--- src/rtl/fmcw_pkg.sv ---
// rtl/fmcw_pkg.sv - shared FMCW front-end types: framer state encoding and default sample width
package fmcw_pkg;

    localparam int DEFAULT_DATA_WIDTH = 14;

    typedef enum logic [1:0] {
        ST_IDLE    = 2'd0,
        ST_SKIP    = 2'd1,
        ST_CAPTURE = 2'd2
    } framer_state_t;

endpackage

--- src/rtl/chirp_framer.sv ---
// rtl/chirp_framer.sv - aligns N-sample capture frames to chirp ramps after a settling skip
module chirp_framer
    import fmcw_pkg::*;
#(
    parameter int N          = 1024,
    parameter int DATA_WIDTH = DEFAULT_DATA_WIDTH,
    parameter int SKIP       = 16
) (
    input  logic                         clk,
    input  logic                         rst_n,
    input  logic                         clk_en,
    input  logic                         arm,
    input  logic                         ramp_start,
    input  logic signed [DATA_WIDTH-1:0] di,
    output logic                         en,
    output logic signed [DATA_WIDTH-1:0] dout,
    output logic                         frame_active,
    output logic [15:0]                  frame_ctr,
    output logic                         miss,
    output logic                         sat
);

    localparam int IW  = $clog2(N);
    localparam int SKW = (SKIP > 1) ? $clog2(SKIP) : 1;
    localparam logic [SKW-1:0] SKIP_LOAD = SKW'((SKIP > 0) ? SKIP - 1 : 0);
    localparam logic [IW-1:0]  IDX_LAST  = IW'(N - 1);
    localparam logic signed [DATA_WIDTH-1:0] FS_POS = {1'b0, {(DATA_WIDTH-1){1'b1}}};
    localparam logic signed [DATA_WIDTH-1:0] FS_NEG = {1'b1, {(DATA_WIDTH-1){1'b0}}};

    framer_state_t r_state;
    framer_state_t w_state_nxt;

    logic [SKW-1:0]                r_skip_cnt;
    logic [SKW-1:0]                w_skip_nxt;
    logic [IW-1:0]                 r_idx;
    logic [IW-1:0]                 w_idx_nxt;
    logic                          r_pending;
    logic                          r_en;
    logic signed [DATA_WIDTH-1:0]  r_dout;
    logic                          r_frame_active;
    logic [15:0]                   r_frame_ctr;
    logic                          r_miss;
    logic                          r_sat;

    logic w_pend;
    logic w_sample0;
    logic w_frame_done;
    logic w_drop;
    logic w_full_scale;

    assign w_pend       = r_pending | ramp_start;
    assign w_full_scale = (di == FS_POS) || (di == FS_NEG);

    always_ff @(posedge clk or negedge rst_n) begin
        if (!rst_n) begin
            r_state <= ST_IDLE;
        end else if (clk_en) begin
            r_state <= w_state_nxt;
        end
    end

    // The capture index holds the index of the sample taken on the next
    // strobe; sample 0 is taken on the edge that enters CAPTURE.
    always_comb begin
        w_state_nxt  = r_state;
        w_skip_nxt   = r_skip_cnt;
        w_idx_nxt    = r_idx;
        w_sample0    = 1'b0;
        w_frame_done = 1'b0;
        w_drop       = 1'b0;
        case (r_state)
            ST_IDLE: begin
                if (w_pend) begin
                    if (!arm) begin
                        w_drop = 1'b1;
                    end else if (SKIP == 0) begin
                        w_state_nxt = ST_CAPTURE;
                        w_idx_nxt   = IW'(1);
                        w_sample0   = 1'b1;
                    end else begin
                        w_state_nxt = ST_SKIP;
                        w_skip_nxt  = SKIP_LOAD;
                    end
                end
            end
            ST_SKIP: begin
                w_drop = w_pend;
                if (r_skip_cnt == '0) begin
                    w_state_nxt = ST_CAPTURE;
                    w_idx_nxt   = IW'(1);
                    w_sample0   = 1'b1;
                end else begin
                    w_skip_nxt = r_skip_cnt - SKW'(1);
                end
            end
            ST_CAPTURE: begin
                w_drop = w_pend;
                if (r_idx == IDX_LAST) begin
                    w_state_nxt  = ST_IDLE;
                    w_frame_done = 1'b1;
                end else begin
                    w_idx_nxt = r_idx + IW'(1);
                end
            end
            default: w_state_nxt = ST_IDLE;
        endcase
    end

    always_ff @(posedge clk or negedge rst_n) begin
        if (!rst_n) begin
            r_skip_cnt     <= '0;
            r_idx          <= '0;
            r_pending      <= 1'b0;
            r_en           <= 1'b0;
            r_dout         <= '0;
            r_frame_active <= 1'b0;
            r_frame_ctr    <= '0;
            r_miss         <= 1'b0;
            r_sat          <= 1'b0;
        end else if (clk_en) begin
            r_skip_cnt     <= w_skip_nxt;
            r_idx          <= w_idx_nxt;
            r_pending      <= 1'b0;
            r_en           <= w_sample0;
            r_dout         <= di;
            r_frame_active <= (w_state_nxt == ST_CAPTURE);
            if (w_frame_done) begin
                r_frame_ctr <= r_frame_ctr + 16'd1;
            end
            // A drop on an unarmed edge must still be reported.
            if (w_drop) begin
                r_miss <= 1'b1;
            end else if (!arm) begin
                r_miss <= 1'b0;
            end
            if (w_sample0) begin
                r_sat <= w_full_scale;
            end else if (r_state == ST_CAPTURE && w_full_scale) begin
                r_sat <= 1'b1;
            end
        end else if (ramp_start) begin
            r_pending <= 1'b1;
        end
    end

    assign en           = r_en;
    assign dout         = r_dout;
    assign frame_active = r_frame_active;
    assign frame_ctr    = r_frame_ctr;
    assign miss         = r_miss;
    assign sat          = r_sat;

endmodule

--- config.mk ---
export PLATFORM = sky130hd
export DESIGN_NAME = chirp_framer
export DESIGN_NICKNAME = d
export VERILOG_FILES = /design/src/rtl/fmcw_pkg.sv /design/src/rtl/chirp_framer.sv
export SDC_FILE = /design/constraint.sdc
export NUM_CORES = 1
export LEC_CHECK = 0
export ABC_AREA = 0
export CAP_MARGIN = 10
export CORE_MARGIN = 2
export CORE_UTILIZATION = 45
export CTS_CLUSTER_SIZE = 8
export DETAILED_ROUTE_END_ITERATION = 12
export PLACE_DENSITY_LB_ADDON = 0.1
export SYNTH_ARGS = -nofsm -noshare
export SYNTH_HDL_FRONTEND = slang
export SYNTH_SLANG_ARGS = --single-unit
--- constraint.sdc ---
create_clock -name clk -period 3.5 [get_ports clk]
set_clock_uncertainty 0.15 [all_clocks]
set_input_delay 0.35 -clock clk [delete_from_list [all_inputs] [get_ports clk]]
set_output_delay 0.35 -clock clk [all_outputs]
set_load 0.05 [all_outputs]
==> results of run 1 <==
==> synth_stat cells, types with 2 or more instances <==
| cell | count |
|---|---|
| nor2b_1 | 2 |
| ha_1 | 7 |
| or2_2 | 2 |
| o31ai_1 | 8 |
| nor3_1 | 15 |
| xor2_1 | 12 |
| o22a_1 | 2 |
| nand4_1 | 8 |
| o21ai_0 | 9 |
| or3_1 | 2 |
| buf_2 | 2 |
| nor4_2 | 2 |
| nand3_1 | 8 |
| nand2b_1 | 2 |
| nand2_1 | 16 |
| and2_1 | 2 |
| mux2_2 | 17 |
| clkbuf_1 | 4 |
| nor4_1 | 5 |
| nor3b_1 | 2 |
| and3_1 | 3 |
| inv_1 | 14 |
| dfrtp_1 | 51 |
| a31oi_1 | 3 |
| xnor2_1 | 3 |
| and4_1 | 2 |
| a211o_1 | 2 |
| nor2_1 | 5 |
| a21oi_1 | 10 |
| o211ai_1 | 2 |
| or4_1 | 7 |
==> area by class of cell <==
cell class,instances,area [µm²],share of cell area
sequential,51,1276,0.3875
multi-input combinational,171,1224,0.3716
timing repair buffer,55,538.0,0.1634
tap,72,90.09,0.02736
clock buffer,5,68.82,0.02090
inverter,14,52.55,0.01596
clock inverter,3,43.79,0.01330
==> metrics by stage <==
step	hold slack [ps]	power (µW)	instance area [µm²]	worst slack (ps)
2_1_floorplan	-95.59	920.7	2592	1382
3_3_place_gp	307.5	1045	3181	972.1
3_5_place_dp	310.6	1048	3181	911.7
4_1_cts	13.27	1469	3293	1036
5_1_grt	50.63	1529	3293	818.0
6_report	-18.79	1455	3293	989.7
==> per-layer routing <==
layer  vias up  share of wire  wire [µm]
met3         4          0.056        315
met1       979           0.47       2649
met2        54           0.46       2598
met4         0         0.0048         27
met5         -              0          0
li1       1023              -          -
==> worst register-to-register path: cells and delay by family (launching register included) <==
family                     cells  cell delay [ps]
muxes                          1              300
DFF                            1              440
and+or+nand+nor                2              830
buffers and inverters          2              320
adders and majority gates      1              370
==> report_power, final <==
| group | internal, µW | leakage, µW | switching, µW |
|---|---|---|---|
| registers | 641 | 0.000651 | 45.9 |
| clock network | 213 | 0.0000581 | 204 |
| logic | 140 | 0.000664 | 211 |
==> how the worst min path moves through the flow <==
| stage | from | end | slack (ps) | depth (start not counted) |
|---|---|---|---|---|
| after floorplan | rst_n | dout[0]$_DFFE_PN0P_ | -100 | 0 |
| after global placement | frame_ctr[15]$_DFFE_PN0P_ | frame_ctr[15]$_DFFE_PN0P_ | 310 | 1 |
| after detailed placement | frame_ctr[15]$_DFFE_PN0P_ | frame_ctr[15]$_DFFE_PN0P_ | 310 | 1 |
| after CTS | rst_n | r_state[1]$_DFFE_PN0P_ | 10 | 1 |
| after global routing | rst_n | frame_ctr[1]$_DFFE_PN0P_ | 50 | 1 |
| final | rst_n | frame_ctr[9]$_DFFE_PN0P_ | -20 | 1 |
==> sequential cells by signal (all words and copies together) (netlist names) <==
name and count:
frame_ctr 16, frame_active 1, sat 1, r_idx 10, miss 1, r_skip_cnt 4
en 1, r_pending 1, r_state 2, dout 14
==> kinds of logic (layout without fill, tap and decap cells) <==
group	after synthesis	in the layout	synth area share
buffers and inverters	22	77	0.03571
adder cells (fa/ha/maj)	7	7	0.03378
AO/OA/AOI/OAI	44	44	0.1129
XOR/XNOR	15	15	0.05068
AND/OR/NAND/NOR	88	88	0.2008
flip-flops	51	51	0.4923
multiplexers	17	17	0.07384
==> summary.txt, run 1 <==
Run status
  • Status: finished, violations left
  • Failing checks: hold timing

Critical path
  • Reg2reg start: r_state[0]$_DFFE_PN0P_
  • CP bufs+invs: 2
  • CP cell instances: inv_1 -> ha_1 -> inv_1 -> nor4_2 -> nor3b_1 -> mux2_2
  • Worst Setup End Kind: flip-flop
  • Stages on worst setup path: 6
  • Required time of the critical path: 3550 ps
  • Crit Path Class: flip-flop to flip-flop
  • CP max stage cell: nor4_2
  • CP top delay family: simple AND/OR/NAND/NOR gates
  • Top cell by count, worst path: inv_1
  • Flop2flop setup slack: ~990 ps
  • Critical path endpoint: r_idx[5]$_DFFE_PN0P_
  • CP arrival: 2560 ps
  • Critical Path Source: r_state[0]$_DFFE_PN0P_
  • R2r worst-path depth: 6
  • Crit path largest cell delay: 690 ps
  • FF-to-FF End: r_idx[5]$_DFFE_PN0P_
  • Type of origin of the critical path: flip-flop
  • Worst-path fanout max: 10

Synth
  • Async set-reset flop share out of synthesis: 1.000
  • Unique cell type count in the Yosys netlist: 46
  • #FFs+latches synth: 51
  • Total of warnings raised by yosys: 0
  • EDFF count, synth: 0
  • Synthesized cell area: 2592 µm²
  • Post-synthesis sequential area ratio: 0.4923
  • Yosys top cell area share: 0.4923
  • Area contributors post-synth: dfrtp_1, mux2_2, xor2_1
  • Mapped Cells: between 200 and 250
  • Post-Syn Area per Cell: approximately 11 µm²
  • Ys flop type: dfrtp_1
  • Area leader, netlist: dfrtp_1
  • Post-Syn Nets: 270

STA
  • Max frequency: 0.3984 GHz
  • Minimum clock period: approximately 2500 ps
  • Worst Tran Pin Value: roughly 840 ps
  • Hold_ws: -18.79 ps
  • Final hold viol count: 22
  • Final Setup Violations: 0
  • Total negative slack: 0 ps
  • Crit share post-route: 0.7172
  • Max-slew headroom: 0.4409
  • RSZ-0062 raised after global routing: false
  • Slew Viols, Final: 0

Floorplan
  • Core area: between 5000 and 6000 µm²
  • Row count: 27
  • Ports: 53
  • DIE WIDTH: 79.90 µm
  • Initial Util: 0.4679
  • Die area: 6384 µm²
  • Die H: 79.90 µm

GRT
  • Grt met1 use: 0.2505
  • Largest net degree at the start of global routing: 38
  • Vias in the first global route: 1972
  • First-pass GRT wire length: 9204 µm
  • Busiest metal layer after global routing: met2
  • Initial antenna violation count: 0
  • Total GRT Usage: 0.1828
  • Global Route met3 Usage: 0.05769
  • GRT overflow: 0
  • Routing usage on met2: 0.2883

Clock network
  • Root buf cell: clkbuf_8
  • Clk buf depth: 2
  • Clk sink count: 51
  • CTS tree: yes
  • Clk Latency, worst-skew pair: 310 ps
  • Post-CTS resize count: 0
  • Hold Buf Count CTS: 0
  • Inserted Clock Buffers: 5
  • Clock-pin slew on the worst setup and hold paths: roughly 90 ps
  • Setup bufs post-CTS: 0
  • Htree depth: 2

Placement
  • IO buf count: 52
  • HPWL after detailed placement: ~4000 µm
  • GP Congestion: around 0.84
  • Cells after DPL: 363

Finish
  • # fillers: 499
  • Share of layout cells above drive strength 1: 0.1271
  • Most frequent cells in the layout: dfrtp_1, clkdlybuf4s50_1, mux2_2, nand2_1, nor3_1
  • Finished Core Util: 0.5944
  • N_diodes: 0
  • Layout Nets: 324
  • Non-filler cells in the finished layout: 371
  • P&R area growth vs syn: 27.03%

Detailed routing
  • Initial DRC count: between 100 and 150
  • Drt wl/cell: about 15 µm
  • Via count: 2060
  • DRC viols: 0
  • Vias per std cell: 5.553
  • TritonRoute pass-1 iters: 4
  • Antenna-violating nets left: 0
  • Final WL: 5591 µm

Worst hold path
  • Hold Crit Class: input port to asynchronous set/reset pin

Power
  • Leakage: 0.001374 µW
  • Worst vdd ir: 0.2777 mV
  • P per Cell Area: around 440 nW/µm²

Run
  • Max-Cap Viols: 0
Note: power is estimated with default switching activity, not from simulation.
==> inputs of run 2 (changes only) <==
==> constraint.sdc (replaced) <==
create_clock -name clk -period 2.12 [get_ports clk]
set_clock_uncertainty 0.15 [all_clocks]
set_input_delay 0.212 -clock clk [delete_from_list [all_inputs] [get_ports clk]]
set_output_delay 0.212 -clock clk [all_outputs]
set_load 0.05 [all_outputs]
==> run 2 against run 1 <==
Compared with the run above: the run now ends clean; clock-buffer cell count grew 2; via count up 5.7%; global-route usage grew 0.90 points; final area grew 8.8%; first-iteration DRC count decreased by 20%; maximum frequency increased by 21%; hold slack better by 300 ps; cell count is 7.3% higher; flip-flop and latch count unchanged; critical path depth up 1; die area did not move; largest cell class is now multi-input gates; largest power group unchanged; highest routed layer unchanged.
==> summary.txt, run 2 (synthesis results as in run 1) <==
Finish
  • Area of the multi-input gates: about 1300 µm²
  • Non-filler cells in the finished layout: roughly 400
  • Final instance area: 3583 µm²
  • Number of flip-flops in the largest register: 16
  • Share of layout cells above drive strength 1: 0.2423
  • P&R area growth vs syn: 38.22%
  • Register area: roughly 1300 µm²
  • # fillers: 459
  • Layout Nets: 351
  • Most frequent cells in the layout: dfrtp_1, clkdlybuf4s50_1, buf_4, mux2_2, nand2_1
  • Finished Core Util: 0.6468
  • N_diodes: 0

Placement
  • HPWL after detailed placement: 4259 µm
  • IO buf count: 52
  • GP Congestion: just over 0.8
  • Cells after DPL: 384
  • Area post-placement: about 3400 µm²

GRT
  • Initial antenna violation count: 0
  • Vias in the first global route: 1985
  • GRT overflow: 0
  • First-pass GRT wire length: about 9500 µm
  • Total GRT Usage: 0.1919
  • Largest net degree at the start of global routing: 28

STA
  • Minimum clock period: 2072 ps
  • Worst Tran Pin Value: 582.3 ps
  • Crit share post-route: 0.9775
  • Hold_ws: 279.3 ps
  • Final hold viol count: 0
  • RSZ-0062 raised after global routing: true
  • Max frequency: 0.4826 GHz
  • Final Setup Violations: 0
  • Max-slew headroom: 0.6118
  • Slew Viols, Final: 0

Floorplan
  • Ports: 53
  • Core area: 5540 µm²
  • Die area: 6384 µm²
  • Row count: 27
  • DIE WIDTH: 79.90 µm
  • Initial Util: 0.4679
  • Die H: 79.90 µm

Clock network
  • Root buf cell: clkbuf_8
  • Clock-pin slew on the worst setup and hold paths: 100 ps
  • Clk buf depth: 2
  • CTS tree: yes
  • Htree depth: 2
  • Clk Latency, worst-skew pair: 310 ps
  • Inserted Clock Buffers: 5
  • Clk sink count: 51

Critical path
  • Worst Setup End Kind: flip-flop
  • CP cell instances: inv_2 -> ha_2 -> and4bb_4 -> o21ai_2 -> buf_6 -> or4_4 -> a21oi_2
  • CP arrival: 2160 ps
  • CP max stage cell: or4_4
  • Worst-path fanout max: 6
  • Crit Path Class: flip-flop to flip-flop
  • Crit path largest cell delay: 470 ps
  • Required time of the critical path: 2210 ps
  • Type of origin of the critical path: flip-flop

Detailed routing
  • Initial DRC count: 86
  • Drt wl/cell: 14.96 µm
  • Vias per std cell: 5.470
  • DRC viols: 0
  • TritonRoute pass-1 iters: 4
  • Antenna-violating nets left: 0
  • Final WL: ~6000 µm
  • Via count: 2177

Power
  • Leakage: roughly 0.0015 µW
  • Power, Total: roughly 2400 µW
  • Worst vdd ir: 0.6068 mV
  • P per Cell Area: 680.7 nW/µm²

Run status
  • Status: complete, no violations

Worst hold path
  • Hold Crit Class: input port to asynchronous set/reset pin

Run
  • Max-Cap Viols: 0
run 2: cell types whose count changed in the layout (fill, tap and decap cells not counted), sizes merged:
| cell | previous run | this run |
|---|---|---|
| buf | 4 | 30 |
| clkbuf | 5 | 7 |
| bufinv | 1 | 0 |
| clkinv | 2 | 1 |
| dlygate4sd3 | 0 | 1 |
run 2: per-layer routing:
layer / track usage / part of all wire
met5: 0 / 0
met4: 0.05085 / 0.011
met3: 0.05656 / 0.045
met2: 0.2900 / 0.47
met1: 0.2691 / 0.47
run 2: worst max-delay path, delay by kind of cell (launching register included):
family / cells / cell delay, ps
AO/OA/AOI/OAI: 2 / 230
adder cells (fa/ha/maj): 1 / 170
buffers and inverters: 2 / 220
flip-flops: 1 / 440
AND/OR/NAND/NOR: 2 / 770
run 2: cell type report:
| cell class | count | area share |
|---|---|---|
| Multi-Input combinational cell | 171 | 0.3663 |
| Sequential cell | 51 | 0.3561 |
| Timing Repair Buffer | 82 | 0.2112 |
| Tap cell | 72 | 0.02514 |
| Clock buffer | 7 | 0.02409 |
| Inverter | 14 | 0.01466 |
| Clock inverter | 1 | 0.002444 |
run 2: power by group:
| group | leakage, µW | switching, µW | internal (µW) |
|---|---|---|---|
| sequential | 0.000651 | 69.4 | 1060 |
| combinational | 0.000818 | 395 | 317 |
| clock | 0.0000484 | 331 | 268 |
| total | 0.00152 | 795 | 1640 |
run 2: per-stage QoR:
stage | setup TNS (ps) | worst slack [ps]
floorplan | 0 | 1.942
global placement | 0 | 34.65
detailed placement | -25.80 | -11.37
CTS | -2.081 | -2.081
global route | -87.04 | -31.78
finish | 0 | 47.69
run 2: timing repair:
item                       4_1_cts  5_1_grt
gates resized for setup          4       20
pin swaps                        2        2
setup endpoints to repair        6       21
hold buffers                     1        0
cloned                           0        1
buffers inserted                 3        1
hold endpoints to repair        24        0
run 2: path summary, 6_finish.rpt:
kind	startpoint	end	slack [ps]	cells after the start
worst max register to register	r_state[1]$_DFFE_PN0P_	r_idx[6]$_DFFE_PN0P_	50	7
worst max-delay path	r_state[1]$_DFFE_PN0P_	r_idx[6]$_DFFE_PN0P_	50	7
min in group clk	frame_ctr[15]$_DFFE_PN0P_	frame_ctr[15]$_DFFE_PN0P_	320	1
worst min-delay path	rst_n	frame_ctr[15]$_DFFE_PN0P_	280	2
max in group asynchronous	rst_n	dout[1]$_DFFE_PN0P_	1010	3
worst min register to register	frame_ctr[15]$_DFFE_PN0P_	frame_ctr[15]$_DFFE_PN0P_	320	1
